$ cat src/rtl/ul_seq.sv
// ul_seq: bit-serial two-operand logic unit (AND/OR/XOR/NOT-A), one result bit per clock, LSB first.
// Latency: done is high W+1 edges after the start-accept edge (counting that edge); back-to-back period W+2.
// Backpressure: none; start is only honoured in IDLE and ignored while busy. Optional zero flag: `define UL_SEQ_ZFLAG_EN.
module ul_seq #(
  parameter int W = 8
) (
  input  logic         clk,
  input  logic         reset,
  input  logic         start,
  input  logic [W-1:0] a,
  input  logic [W-1:0] b,
  input  logic [1:0]   s,
  output logic         busy,
  output logic         done,
  output logic [W-1:0] out
`ifdef UL_SEQ_ZFLAG_EN
  ,
  output logic         zero
`endif
);

  localparam int CW = (W > 1) ? $clog2(W) : 1;
  localparam logic [CW-1:0] LAST = CW'(W - 1);

  typedef enum logic [1:0] {
    IDLE = 2'd0,
    RUN  = 2'd1,
    DONE = 2'd2
  } state_t;

  state_t         state;
  logic [W-1:0]   a_r;
  logic [W-1:0]   b_r;
  logic [1:0]     s_r;
  logic [CW-1:0]  cnt;
  logic [W-1:0]   sr;
  logic           res_bit;
  logic [W-1:0]   res_full;
  logic           last_bit;
  logic           sr_lsb_unused;

  // Single 1-bit logic cell applied to the latched operand bit selected by cnt.
  always_comb begin
    res_bit = 1'b0;
    case (s_r)
      2'b00:   res_bit = a_r[cnt] & b_r[cnt];
      2'b01:   res_bit = a_r[cnt] | b_r[cnt];
      2'b10:   res_bit = a_r[cnt] ^ b_r[cnt];
      2'b11:   res_bit = ~a_r[cnt];
      default: res_bit = 1'b0;
    endcase
  end

  // New bit enters at the MSB; after W shifts bit 0 of the result sits at the LSB.
  assign res_full = {res_bit, sr[W-1:1]};
  assign last_bit = (state == RUN) && (cnt == LAST);
  // The shift register's LSB only fills on the final shift, which goes straight into out.
  assign sr_lsb_unused = sr[0];

  // Control FSM with registered busy/done/out; reset has priority over everything.
  always_ff @(posedge clk) begin
    if (reset) begin
      state <= IDLE;
      cnt   <= '0;
      sr    <= '0;
      out   <= '0;
      done  <= 1'b0;
      busy  <= 1'b0;
      a_r   <= '0;
      b_r   <= '0;
      s_r   <= 2'b00;
    end else begin
      done <= 1'b0;
      case (state)
        IDLE: begin
          if (start) begin
            a_r   <= a;
            b_r   <= b;
            s_r   <= s;
            cnt   <= '0;
            busy  <= 1'b1;
            state <= RUN;
          end
        end
        RUN: begin
          sr <= res_full;
          if (cnt == LAST) begin
            // Counter parks at W-1 rather than wrapping; it is cleared on the next accept.
            out   <= res_full;
            done  <= 1'b1;
            state <= DONE;
          end else begin
            cnt <= cnt + 1'b1;
          end
        end
        DONE: begin
          busy  <= 1'b0;
          state <= IDLE;
        end
        default: begin
          busy  <= 1'b0;
          state <= IDLE;
        end
      endcase
    end
  end

`ifdef UL_SEQ_ZFLAG_EN
  // Zero flag is captured together with out on DONE entry and held otherwise.
  always_ff @(posedge clk) begin
    if (reset) begin
      zero <= 1'b0;
    end else if (last_bit) begin
      zero <= (res_full == '0);
    end
  end
`endif

endmodule
$ cat config.mk
export PLATFORM = sky130hd
export DESIGN_NAME = ul_seq
export DESIGN_NICKNAME = d
export VERILOG_FILES = /design/src/rtl/ul_seq.sv
export SDC_FILE = /design/constraint.sdc
export NUM_CORES = 1
export LEC_CHECK = 0
export ABC_AREA = 1
export CAP_MARGIN = 20
export CORE_MARGIN = 2
export CORE_UTILIZATION = 45
export DETAILED_ROUTE_END_ITERATION = 10
export PLACE_DENSITY = 0.74
export SLEW_MARGIN = 40
export SYNTH_ARGS = -nofsm -noshare
export SYNTH_HDL_FRONTEND = slang
export SYNTH_SLANG_ARGS = --single-unit
$ cat constraint.sdc
create_clock -name clk -period 2 [get_ports clk]
set_clock_uncertainty 0.05 [all_clocks]
set_input_delay 0.4 -clock clk [delete_from_list [all_inputs] [get_ports clk]]
set_output_delay 0.4 -clock clk [all_outputs]
set_load 0.01 [all_outputs]
==> Word level (Yosys, flattened, before mapping) <==
Index checks and enable logic that the tools add are counted.
{ "word_totals": {"reg_bits": 41, "in_bits": 21, "output_inout_bits": 10, "elab_cells": 47} }
{ "classes": {"addsub": 1, "magnitude_cmp": 1, "eq_ne": 8, "mux": 14, "bitwise": 5, "reduce_logical": 9} }
{ "ops": {"columns": ["operator", "n"], "rows": [
  ["2-bit AND reduction", 4],
  ["1-bit binary-select mux with 3-bit select", 2],
  ["3-bit two-way mux", 2],
  ["3-bit one-hot mux with 2 select lines", 1],
  ["2-bit by 1-bit equality test with 1-bit output (second input constant)", 2],
  ["2-bit equality test (second input constant)", 2],
  ["2-bit zero test", 2],
  ["3-bit by 4-bit < comparator with 1-bit output (second input constant)", 1],
  ["1-bit two-way mux", 4],
  ["2-bit two-way mux", 2],
  ["2-bit != test (second input constant)", 2],
  ["1-bit one-hot mux with 4 select lines", 1],
  ["2-bit one-hot mux with 2 select lines", 1],
  ["3-bit by 1-bit adder with 3-bit output (second input constant)", 1],
  ["3-bit equality test (second input constant)", 1],
  ["3-bit AND reduction", 1],
  ["2-bit by 1-bit != test with 1-bit output (second input constant)", 1],
  ["1-bit NOT", 2],
  ["1-bit one-hot mux with 2 select lines", 1],
  ["2-bit nonzero test", 1],
  ["2-bit OR reduction", 1],
  ["1-bit bitwise AND", 1],
  ["1-bit bitwise OR", 1],
  ["1-bit XOR", 1]
]} }

==> Logic depth before layout (Yosys ltp) <==
Gate-level depths: netlist of the first run.
{ "depth": {"depth_word": 4, "depth_mapped": 13, "depth_no_buf": 13} }

==> Least setup slack after synthesis of the first run <==
No wires, ideal clock.
{ "synth_timing": {"path_kind": "register to register", "startpoint": "reg cnt[0]", "endpoint": "reg sr[7]", "setup_time_ns": 0.109, "arrival_ns": 1.585, "required_time_ns": 1.841, "slack_ns": 0.256, "path_stages_with_launch": 12, "n_path_buf": 1, "synth_period_minus_slack_ns": 1.744, "path_cell_list": "dfxtp_1 -> buf_6 -> nor2_1 -> o32ai_1 -> nand2_1 -> o21ai_2 -> inv_2 -> ha_1 -> o21ai_0 -> nand3_1 -> nand2_1 -> inv_1"} }
{ "synth_between": {"elab_chain_cells": 4, "word_cells_on_any_way": 9, "classes_between": "mux: 5; bitwise: 4"} }
{ "synth_rtl": {"columns": ["element", "line_no", "source"], "rows": [
  ["start: declaration", "35", "logic [CW-1:0] cnt;"],
  ["start signal: assignment", "93", "cnt <= cnt + 1'b1;"],
  ["1-bit binary-select mux with 3-bit select, on equally long branches", null, null],
  ["1-bit two-way mux, on equally long branches", null, null],
  ["1-bit XOR, or another cell as far along", "48", "2'b10: res_bit = a_r[cnt] ^ b_r[cnt];"],
  ["1-bit one-hot mux with 4 select lines (*)", "45", "case (s_r)"],
  ["end signal: assignment", "86", "sr <= res_full;"],
  ["end: declaration", "36", "logic [W-1:0] sr;"]
]} }
Every way passes the cells marked *; elsewhere a longest branch is shown, timed or not. The select of a mux whose other input is x is not followed.
A chain may end at the register's enable or synchronous reset.

==> Worst setup path in the final report of the first run <==
Same ends and word-level chain as after synthesis.

==> results.txt, run 1 <==
Outcome -> finished, final reports clean
Total gr overflow -> 0
First-pass GRT wire length -> 5.775 mm
Clock slew at reported path FFs -> 0.08 ns
ANT cells -> 0
Die width -> 64.84 um
P&R area growth vs syn -> 26.75%
Drt drc -> 0
Fmax -> 541.7 MHz
Worst-margin pin slew -> 0.5050 ns
Synthesized area -> 0.001665 sq mm
Crit Path Class -> flip-flop to flip-flop
Max Fanout on Critical Path -> 9
Syn_nets -> 243
Crit path largest cell delay -> 0.43 ns
Crit path launch -> cnt[0]
CP cell instances -> nor2_1 -> o32ai_1 -> nand2_1 -> o21ai_2 -> inv_2 -> ha_1 -> o21ai_0 -> nand3_1 -> nand2_1 -> inv_1
Initial Util -> 0.4618
Post-Syn Area per Cell -> 7.639 sq um
Number of clock sinks -> 40
Initial antenna violation count -> 0
Layout cell share with drive strength beyond 1 -> 0.1028
Crit end category -> flip-flop
Most used cell, CP -> nand2_1
RSZ-0062 raised after global routing -> false
Hold Startpoint -> a_r[7]
Reg2reg path depth -> 10
Clock buffer depth -> 2
Lkg Pwr -> 0.9424 nW
Final Hold Viols -> 0
Input/output buffers -> 30
Setup TNS -> 0 ns
Power per cell area -> 790.9 mW/mm^2
R2r setup slk -> 0.15 ns
CTS Buf Count -> 5
Final WL -> 3.325 mm
Worst Hold Endpoint -> a_r[7]
Total chip power -> 1.669 mW
CTS tree -> built
Post-CTS setup buffer count -> 0
DR vias -> 1,439
Core Region -> 0.003606 sq mm
Root buffer cell -> clkbuf_8
Final GP Congestion -> 0.7880
Placed cell count -> 293
Slowest CP cell -> dfxtp_2
Vert. Die Dim -> 64.84 um
Die area -> 0.004204 sq mm
Post-synthesis sequential area ratio -> 0.4808
Ports -> 31
Gr usage total -> 0.1790
Mapped Cells -> 218
Vias per cell -> 4.781
First-pass DRT Iterations -> 4
Crit path arrival time -> 2.00 ns
Yosys warns -> 0
Synth cell types -> 25
Pre-CTS setup slack -> 0.08601 ns
Vias in the first global route -> 1,374
Max VDD drop -> 450.4 uV
Largest net degree at the start of global routing -> 35
Final worst slack -> 0.1541 ns
Worst-Skew Late Latency -> 0.30 ns
Row Count -> 22
Final ANT Viol Nets -> 0
Yosys reg bits -> 40
HP Class -> flip-flop to flip-flop
Relative slew slack -> 0.6629
Critical path launch point type -> flip-flop
Final Setup Violations -> 0
Dpl hpwl -> 2.336 mm
Period utilization -> 0.9230
Crit path required time -> 2.15 ns
WHS Path Cells -> 2
# nets final -> 277
Initial DRC Count -> 39
CTS Hold Buffers Added -> 0
Fin cells -> 301
Routed length per instance -> 11.05 um
RR Endpoint -> sr[7]
Htree depth -> 2
Min Tclk post-route -> 1.846 ns
Number of max-slew violations in the final report -> 0
# Max-Cap Violations -> 0
R2r startpoint -> cnt[0]
==> flip-flops by register name (all words and copies together) (netlist names) <==
register,count
sr,7
a_r,8
done,1
cnt,3
state,2
b_r,8
s_r,2
busy,1
out,8
==> routing by layer <==
layer | GRT usage | vias up | wire length, um
met1 | 0.2142 | 652 | 1613
met4 | 0.06383 | 0 | 56
met5 | 0 | - | 0
li1 | - | 761 | -
met3 | 0.06424 | 5 | 166
met2 | 0.2951 | 21 | 1489
==> worst max-delay path, delay by kind of cell, from the launching register on <==
| family | cells | cell delay [ns] |
|---|---|---|
| buffers and inverters | 2 | 0.07 |
| adders and majority gates | 1 | 0.25 |
| DFF | 1 | 0.43 |
| and+or+nand+nor | 4 | 0.35 |
| AOI/OAI and AO/OA | 3 | 0.60 |
==> area by class of cell <==
cell class	count	area (sq um)
Clock buffer	6	82.58
Clock inverter	2	15.01
Fill cell	352	1495
Inverter	28	112.6
Multi-Input combinational cell	142	699.4
Sequential cell	40	803.3
Tap cell	48	60.06
Timing Repair Buffer	35	337.8
==> placed cells by master, fill, tap and decap left out, drive strengths merged <==
cell and n:
clkdlybuf4s50 30, mux2i 1, dfxtp 40, o32ai 1, clkinvlp 2, clkbuf 6, inv 27, nor2 43
nand2 30, o21ai 32, a21oi 16, a22oi 1, buf 5, o22ai 1, ha 4, nand3b 1
clkinv 1, nand3 12
==> Yosys cell counts <==
library cell | instances | area share
nor2_4 | 1 | 0.0068
nand2_1 | 29 | 0.065
nand3b_1 | 1 | 0.0045
buf_2 | 3 | 0.0090
inv_1 | 22 | 0.050
clkbuf_1 | 2 | 0.0045
inv_4 | 1 | 0.0038
nand2_4 | 1 | 0.0068
o32ai_1 | 1 | 0.0053
nand3_1 | 12 | 0.036
inv_2 | 4 | 0.0090
mux2i_1 | 1 | 0.0060
o21ai_1 | 2 | 0.0060
o22ai_1 | 1 | 0.0038
nor2_1 | 41 | 0.092
o21ai_0 | 29 | 0.087
a21oi_1 | 16 | 0.048
dfxtp_1 | 40 | 0.48
ha_1 | 4 | 0.030
clkinv_4 | 1 | 0.0053
nor2_8 | 1 | 0.012
o21ai_2 | 1 | 0.0053
a22oi_1 | 1 | 0.0045
buf_4 | 1 | 0.0045
buf_6 | 2 | 0.014
==> power breakdown <==
| part | internal (mW) | switching, mW | total [mW] |
|---|---|---|---|
| combinational | 0.104 | 0.124 | 0.228 |
| clock | 0.279 | 0.287 | 0.566 |
| sequential | 0.846 | 0.0292 | 0.875 |
==> kinds of logic after synthesis <==
| logic type | Yosys count | synth area share |
|---|---|---|
| and+or+nand+nor | 86 | 0.2239 |
| AOI/OAI and AO/OA | 51 | 0.1600 |
| DFF | 40 | 0.4808 |
| buffers and inverters | 36 | 0.09917 |
| adders and majority gates | 4 | 0.03005 |
| muxes | 1 | 0.006011 |
==> metrics by stage <==
step / hold slack (ns) / area (sq um) / util
2_1_floorplan: 0.3793 / 1665 / -
3_3_place_gp: 0.3988 / 2011 / 0.5576
3_5_place_dp: 0.3979 / 2011 / 0.5576
4_1_cts: 0.4097 / 2108 / 0.5847
5_1_grt: 0.4311 / 2111 / 0.5854
6_report: 0.4047 / 2111 / 0.5854
==> worst max-delay path by stage <==
stage | end | cells after the start
2_1_floorplan | sr[7] | 11
4_1_cts | sr[7] | 10
3_3_place_gp | sr[7] | 11
3_5_place_dp | out[7] | 10
6_report | sr[7] | 10
5_1_grt | sr[7] | 11
==> timing repair <==
| item | 4_1_cts | 5_1_grt |
|---|---|---|
| gates resized for setup | 0 | 3 |
| hold endpoints to repair | 0 | 0 |
| setup endpoints to repair | 0 | 2 |
No activity file was read; power rests on OpenSTA's default activity.
==> run 2, diff against run 1 <==
CORE_MARGIN = unset   (was 2)
==> results.txt, run 2 (same netlist as run 1, synthesis figures left out) <==
Fmax -> 552.9 MHz (+2.1%)
DR vias -> 1,426 (-0.90%)
Layout cell share with drive strength beyond 1 -> 0.09524 (-0.007529)
First-pass DRT Iterations -> 4 (unchanged)
RSZ-0062 raised after global routing -> false
CTS Buf Count -> 5 (unchanged)
Crit path arrival time -> 1.95 ns (-0.05 ns)
Final ANT Viol Nets -> 0 (unchanged)
P&R area growth vs syn -> 26.75% (unchanged)
Gr usage total -> 0.1810 (+0.001969)
Vert. Die Dim -> 62.84 um (-3.1%)
Final worst slack -> 0.1914 ns (+0.03735 ns)
Lkg Pwr -> 0.9487 nW (+0.67%)
Die area -> 0.003948 sq mm (-6.1%)
Crit path largest cell delay -> 0.42 ns (about the same)
Met1 Usage GRT -> 0.2302 (+0.01604)
Total gr overflow -> 0 (unchanged)
Crit end category -> flip-flop
Max Fanout on Critical Path -> 9 (unchanged)
Final WL -> 3.199 mm (-3.8%)
Die width -> 62.84 um (-3.1%)
Worst-margin pin slew -> 0.4989 ns (-0.006052 ns)
Input/output buffers -> 30 (unchanged)
Most common cell after layout, fill and taps aside -> nor2_1
Initial DRC Count -> 64 (+64%)
WHS Path Cells -> 2 (unchanged)
WP buf/inv -> 2 (unchanged)
Busiest layer in global routing -> met2
Met2 Usage GRT -> 0.2826 (-0.01249)
Crit path max-delay family -> compound AO/OA/AOI/OAI gates
Ports -> 31 (unchanged)
Vias in the first global route -> 1,343 (-2.3%)
Relative slew slack -> 0.6669 (+0.004041)
CP cell instances -> nor2_1 -> o32ai_1 -> nand2_1 -> o21ai_2 -> inv_2 -> ha_1 -> o21ai_0 -> nand3_1 -> nand2_1 -> inv_1
Largest net degree at the start of global routing -> 35 (unchanged)
Crit Path Class -> flip-flop to flip-flop
Core Region -> 0.003442 sq mm (-4.5%)
Number of max-slew violations in the final report -> 0 (unchanged)
Clock buffer depth -> 2 (unchanged)
Post-CTS setup buffer count -> 0 (unchanged)
# nets final -> 276 (-0.36%)
Number of clock sinks -> 40 (unchanged)
CTS Hold Buffers Added -> 0 (unchanged)
Most used cell, CP -> nand2_1
Root buffer cell -> clkbuf_8
Reg2reg path depth -> 10 (unchanged)
Resize count post-CTS -> 0 (unchanged)
Pre-CTS setup slack -> 0.1338 ns (+0.04778 ns)
Initial Util -> 0.4838 (+0.02199)
Clock slew at reported path FFs -> 0.08 ns (about the same)
Period utilization -> 0.9043 (-0.01868)
Total chip power -> 1.744 mW (+4.5%)
Routed length per instance -> 10.73 um (-2.8%)
Slowest CP cell -> dfxtp_2
Drt drc -> 0 (unchanged)
Min Tclk post-route -> 1.809 ns (-0.03735 ns)
Setup TNS -> 0 ns (unchanged)
Initial antenna violation count -> 0 (unchanged)
Top Registers -> a_r: 8 flops, b_r: 8 flops, out: 8 flops
Worst-Skew Late Latency -> 0.29 ns (about the same)
Max VDD drop -> 502.0 uV (+11%)
Row Count -> 21 (-4.5%)
Met3 Track Usage GR -> 0.04380 (-0.02044)
Power per cell area -> 826.3 mW/mm^2 (+4.5%)
ANT cells -> 0 (unchanged)
Most frequent cells in the layout -> nor2_1, dfxtp_1, clkdlybuf4s50_1, nand2_1, o21ai_0
Dpl hpwl -> 2.273 mm (-2.7%)
Final GP Congestion -> 0.8394 (+6.5%)
Final Hold Viols -> 0 (unchanged)
Vias per cell -> 4.785 (about the same)
Crit path required time -> 2.14 ns (about the same)
First-pass GRT wire length -> 5.637 mm (-2.4%)
Critical path launch point type -> flip-flop
HP Class -> flip-flop to flip-flop
Outcome -> finished, final reports clean
CTS tree -> built
Crit path depth -> 10 (unchanged)
Htree depth -> 2 (unchanged)
# Max-Cap Violations -> 0 (unchanged)
Final Setup Violations -> 0 (unchanged)
-- run 2: cell types whose count changed in the layout (fill, tap and decap cells not counted), sizes merged --
cell	previous run	this run
buf	5	4
clkinvlp	2	0
clkinv	1	2
bufinv	0	1
-- run 2: layout make-up --
class | instances | area, sq um
fillers | 323 | 1331
well taps | 46 | 57.56
multi-input cells | 142 | 699.4
repair buffers | 34 | 330.3
clock buffers | 6 | 72.57
flip-flops and latches | 40 | 803.3
inverters | 28 | 112.6
clock inverters | 2 | 35.03
-- run 2: worst paths after layout --
path	startpoint	endpoint	slack, ns
max	cnt[0]	sr[7]	0.19
min	a_r[7]	a_r[7]	0.41
max reg2reg	cnt[0]	sr[7]	0.19
min reg2reg	a_r[7]	a_r[7]	0.41
-- run 2: per-layer routing --
layer,wire length [um],part of all wire,vias up
li1,-,-,764
met1,1615,0.50,630
met2,1405,0.44,26
met3,119,0.037,6
met4,58,0.018,0
met5,0,0,-
-- run 2: tightest hold or removal path, stage by stage, from the launching register on --
cell and delay (ns):
dfxtp_1 0.30, inv_1 0.06, a21oi_1 0.06
-- run 2: power by group --
part,switching (mW),internal [mW]
combinational,0.126,0.104
clock,0.270,0.370
sequential,0.0287,0.846
total,0.425,1.32
-- run 2: through the flow --
stage | instances | hold WS [ns] | utilization | instance area [sq um]
global route | 298 | 0.4391 | 0.6132 | 2111
finish | 298 | 0.4114 | 0.6132 | 2111
detailed placement | 290 | 0.4010 | 0.5812 | 2001
global placement | 290 | 0.3966 | 0.5812 | 2001
CTS | 298 | 0.4115 | 0.6125 | 2108
floorplan | 218 | 0.3793 | - | 1665
==> run 3, diff against run 2 <==
CORE_UTILIZATION = 51   (was 45)
PLACE_DENSITY = 0.82   (was 0.74)
==> results.txt, run 3 (same netlist as run 1, synthesis figures left out) <==
Outcome -> finished, final reports clean
Period utilization -> 0.9056 (+0.001306)
Initial antenna violation count -> 0 (unchanged)
Die width -> 59.15 um (-5.9%)
Critical path launch point type -> flip-flop
Final Setup Violations -> 0 (unchanged)
Core Region -> 0.003078 sq mm (-11%)
Initial Util -> 0.5411 (+0.05723)
Gr usage total -> 0.1993 (+0.01828)
Layout cell share with drive strength beyond 1 -> 0.09562 (+0.0003794)
Power per cell area -> 743.0 mW/mm^2 (-10%)
Worst-margin pin slew -> 0.4787 ns (-0.02023 ns)
Top Registers -> a_r: 8 flops, b_r: 8 flops, out: 8 flops
Htree depth -> 2 (unchanged)
# nets final -> 275 (-0.36%)
First-pass DRT Iterations -> 4 (unchanged)
Lkg Pwr -> 0.9245 nW (-2.6%)
Die area -> 0.003498 sq mm (-11%)
Drt drc -> 0 (unchanged)
Vias in the first global route -> 1,277 (-4.9%)
Most common cell after layout, fill and taps aside -> nor2_1
ANT cells -> 0 (unchanged)
Input/output buffers -> 30 (unchanged)
Vias per cell -> 4.858 (+1.5%)
Number of clock sinks -> 40 (unchanged)
DR vias -> 1,433 (+0.49%)
Worst-Skew Late Latency -> 0.35 ns (+0.06 ns)
Final Hold Viols -> 0 (unchanged)
CTS Buf Count -> 5 (unchanged)
Placed cell area -> 0.002003 sq mm (+0.12%)
Ports -> 31 (unchanged)
Final instance area -> 0.002072 sq mm (-1.8%)
Clock slew at reported path FFs -> 0.11 ns (+0.03 ns)
Number of max-slew violations in the final report -> 0 (unchanged)
Post-CTS setup buffer count -> 0 (unchanged)
CTS tree -> built
Largest net degree at the start of global routing -> 35 (unchanged)
Crit path arrival time -> 2.02 ns (+0.07 ns)
HP Class -> flip-flop to flip-flop
Min Tclk post-route -> 1.811 ns (+0.002613 ns)
Relative slew slack -> 0.6804 (+0.01351)
Crit end category -> flip-flop
P&R area growth vs syn -> 24.42%
Fmax -> 552.1 MHz (-0.14%)
Initial DRC Count -> 46 (-28%)
Total gr overflow -> 0 (unchanged)
Final WL -> 3.238 mm (+1.2%)
Placed cell count -> 287 (-1.0%)
Most frequent cells in the layout -> nor2_1, dfxtp_1, clkdlybuf4s50_1, nand2_1, o21ai_0
Max Fanout on Critical Path -> 9 (unchanged)
Fin cells -> 295 (-1.0%)
First-pass GRT wire length -> 5.244 mm (-7.0%)
Total chip power -> 1.539 mW (-12%)
Max VDD drop -> 661.0 uV (+32%)
Root buffer cell -> clkbuf_4
Routed length per instance -> 10.98 um (+2.2%)
Clock buffer depth -> 2 (unchanged)
# Max-Cap Violations -> 0 (unchanged)
Vert. Die Dim -> 59.15 um (-5.9%)
Setup TNS -> 0 ns (unchanged)
Final ANT Viol Nets -> 0 (unchanged)
Crit Path Class -> flip-flop to flip-flop
Row Count -> 20 (-4.8%)
RSZ-0062 raised after global routing -> false
Crit path required time -> 2.21 ns (+0.07 ns)
Final GP Congestion -> 0.7961 (-5.2%)
Dpl hpwl -> 2.335 mm (+2.7%)
-- run 3: layer usage --
layer | up-vias | global-route usage | wire, um
met3 | 3 | 0.06550 | 168
met4 | 0 | 0.04082 | 29
met1 | 637 | 0.2435 | 1551
li1 | 765 | - | -
met5 | - | 0 | 0
met2 | 28 | 0.3425 | 1489
-- run 3: final timing paths --
check | slack [ns] | cells past startpoint | from | to
setup / recovery | 0.19 | 10 | cnt[0] | sr[7]
hold / removal | 0.41 | 2 | a_r[7] | a_r[7]
setup reg to reg | 0.19 | 10 | cnt[0] | sr[7]
hold reg to reg | 0.41 | 2 | a_r[7] | a_r[7]
-- run 3: report_power, final --
part,internal [mW],switching [mW]
logic,0.106,0.127
clock network,0.171,0.261
registers,0.846,0.0288
-- run 3: repair_timing --
action                                  in CTS  in global routing
gates resized for setup                      1                  3
pin swaps                                    0                  0
hold buffers                                 0                  0
endpoints found under the setup margin       1                  2
-- run 3: per-stage QoR --
stage | utilization | hold WS [ns] | setup slack (ns)
after floorplan | - | 0.3793 | 0.2563
after global placement | 0.6508 | 0.3930 | 0.1974
after detailed placement | 0.6508 | 0.3971 | 0.04816
after CTS | 0.6724 | 0.4122 | 0.07638
after global routing | 0.6732 | 0.4373 | 0.03310
final | 0.6732 | 0.4098 | 0.1888
-- run 3: area by class of cell --
class                           count  area [sq um]
Inverter                           28         112.6
Fill cell                         282          1006
Sequential cell                    40         803.3
Tap cell                           44         55.05
Multi-Input combinational cell    142         699.4
Clock inverter                      2         15.01
Clock buffer                        6         51.30
Timing Repair Buffer               33         335.3
-- run 3: critical path, stage by stage (launching register included) --
cell,delay [ns]
dfxtp_2,0.44
nor2_1,0.08
o32ai_1,0.28
nand2_1,0.10
o21ai_2,0.08
inv_2,0.04
ha_1,0.26
o21ai_1,0.19
nand3_1,0.11
nand2_1,0.07
inv_1,0.03
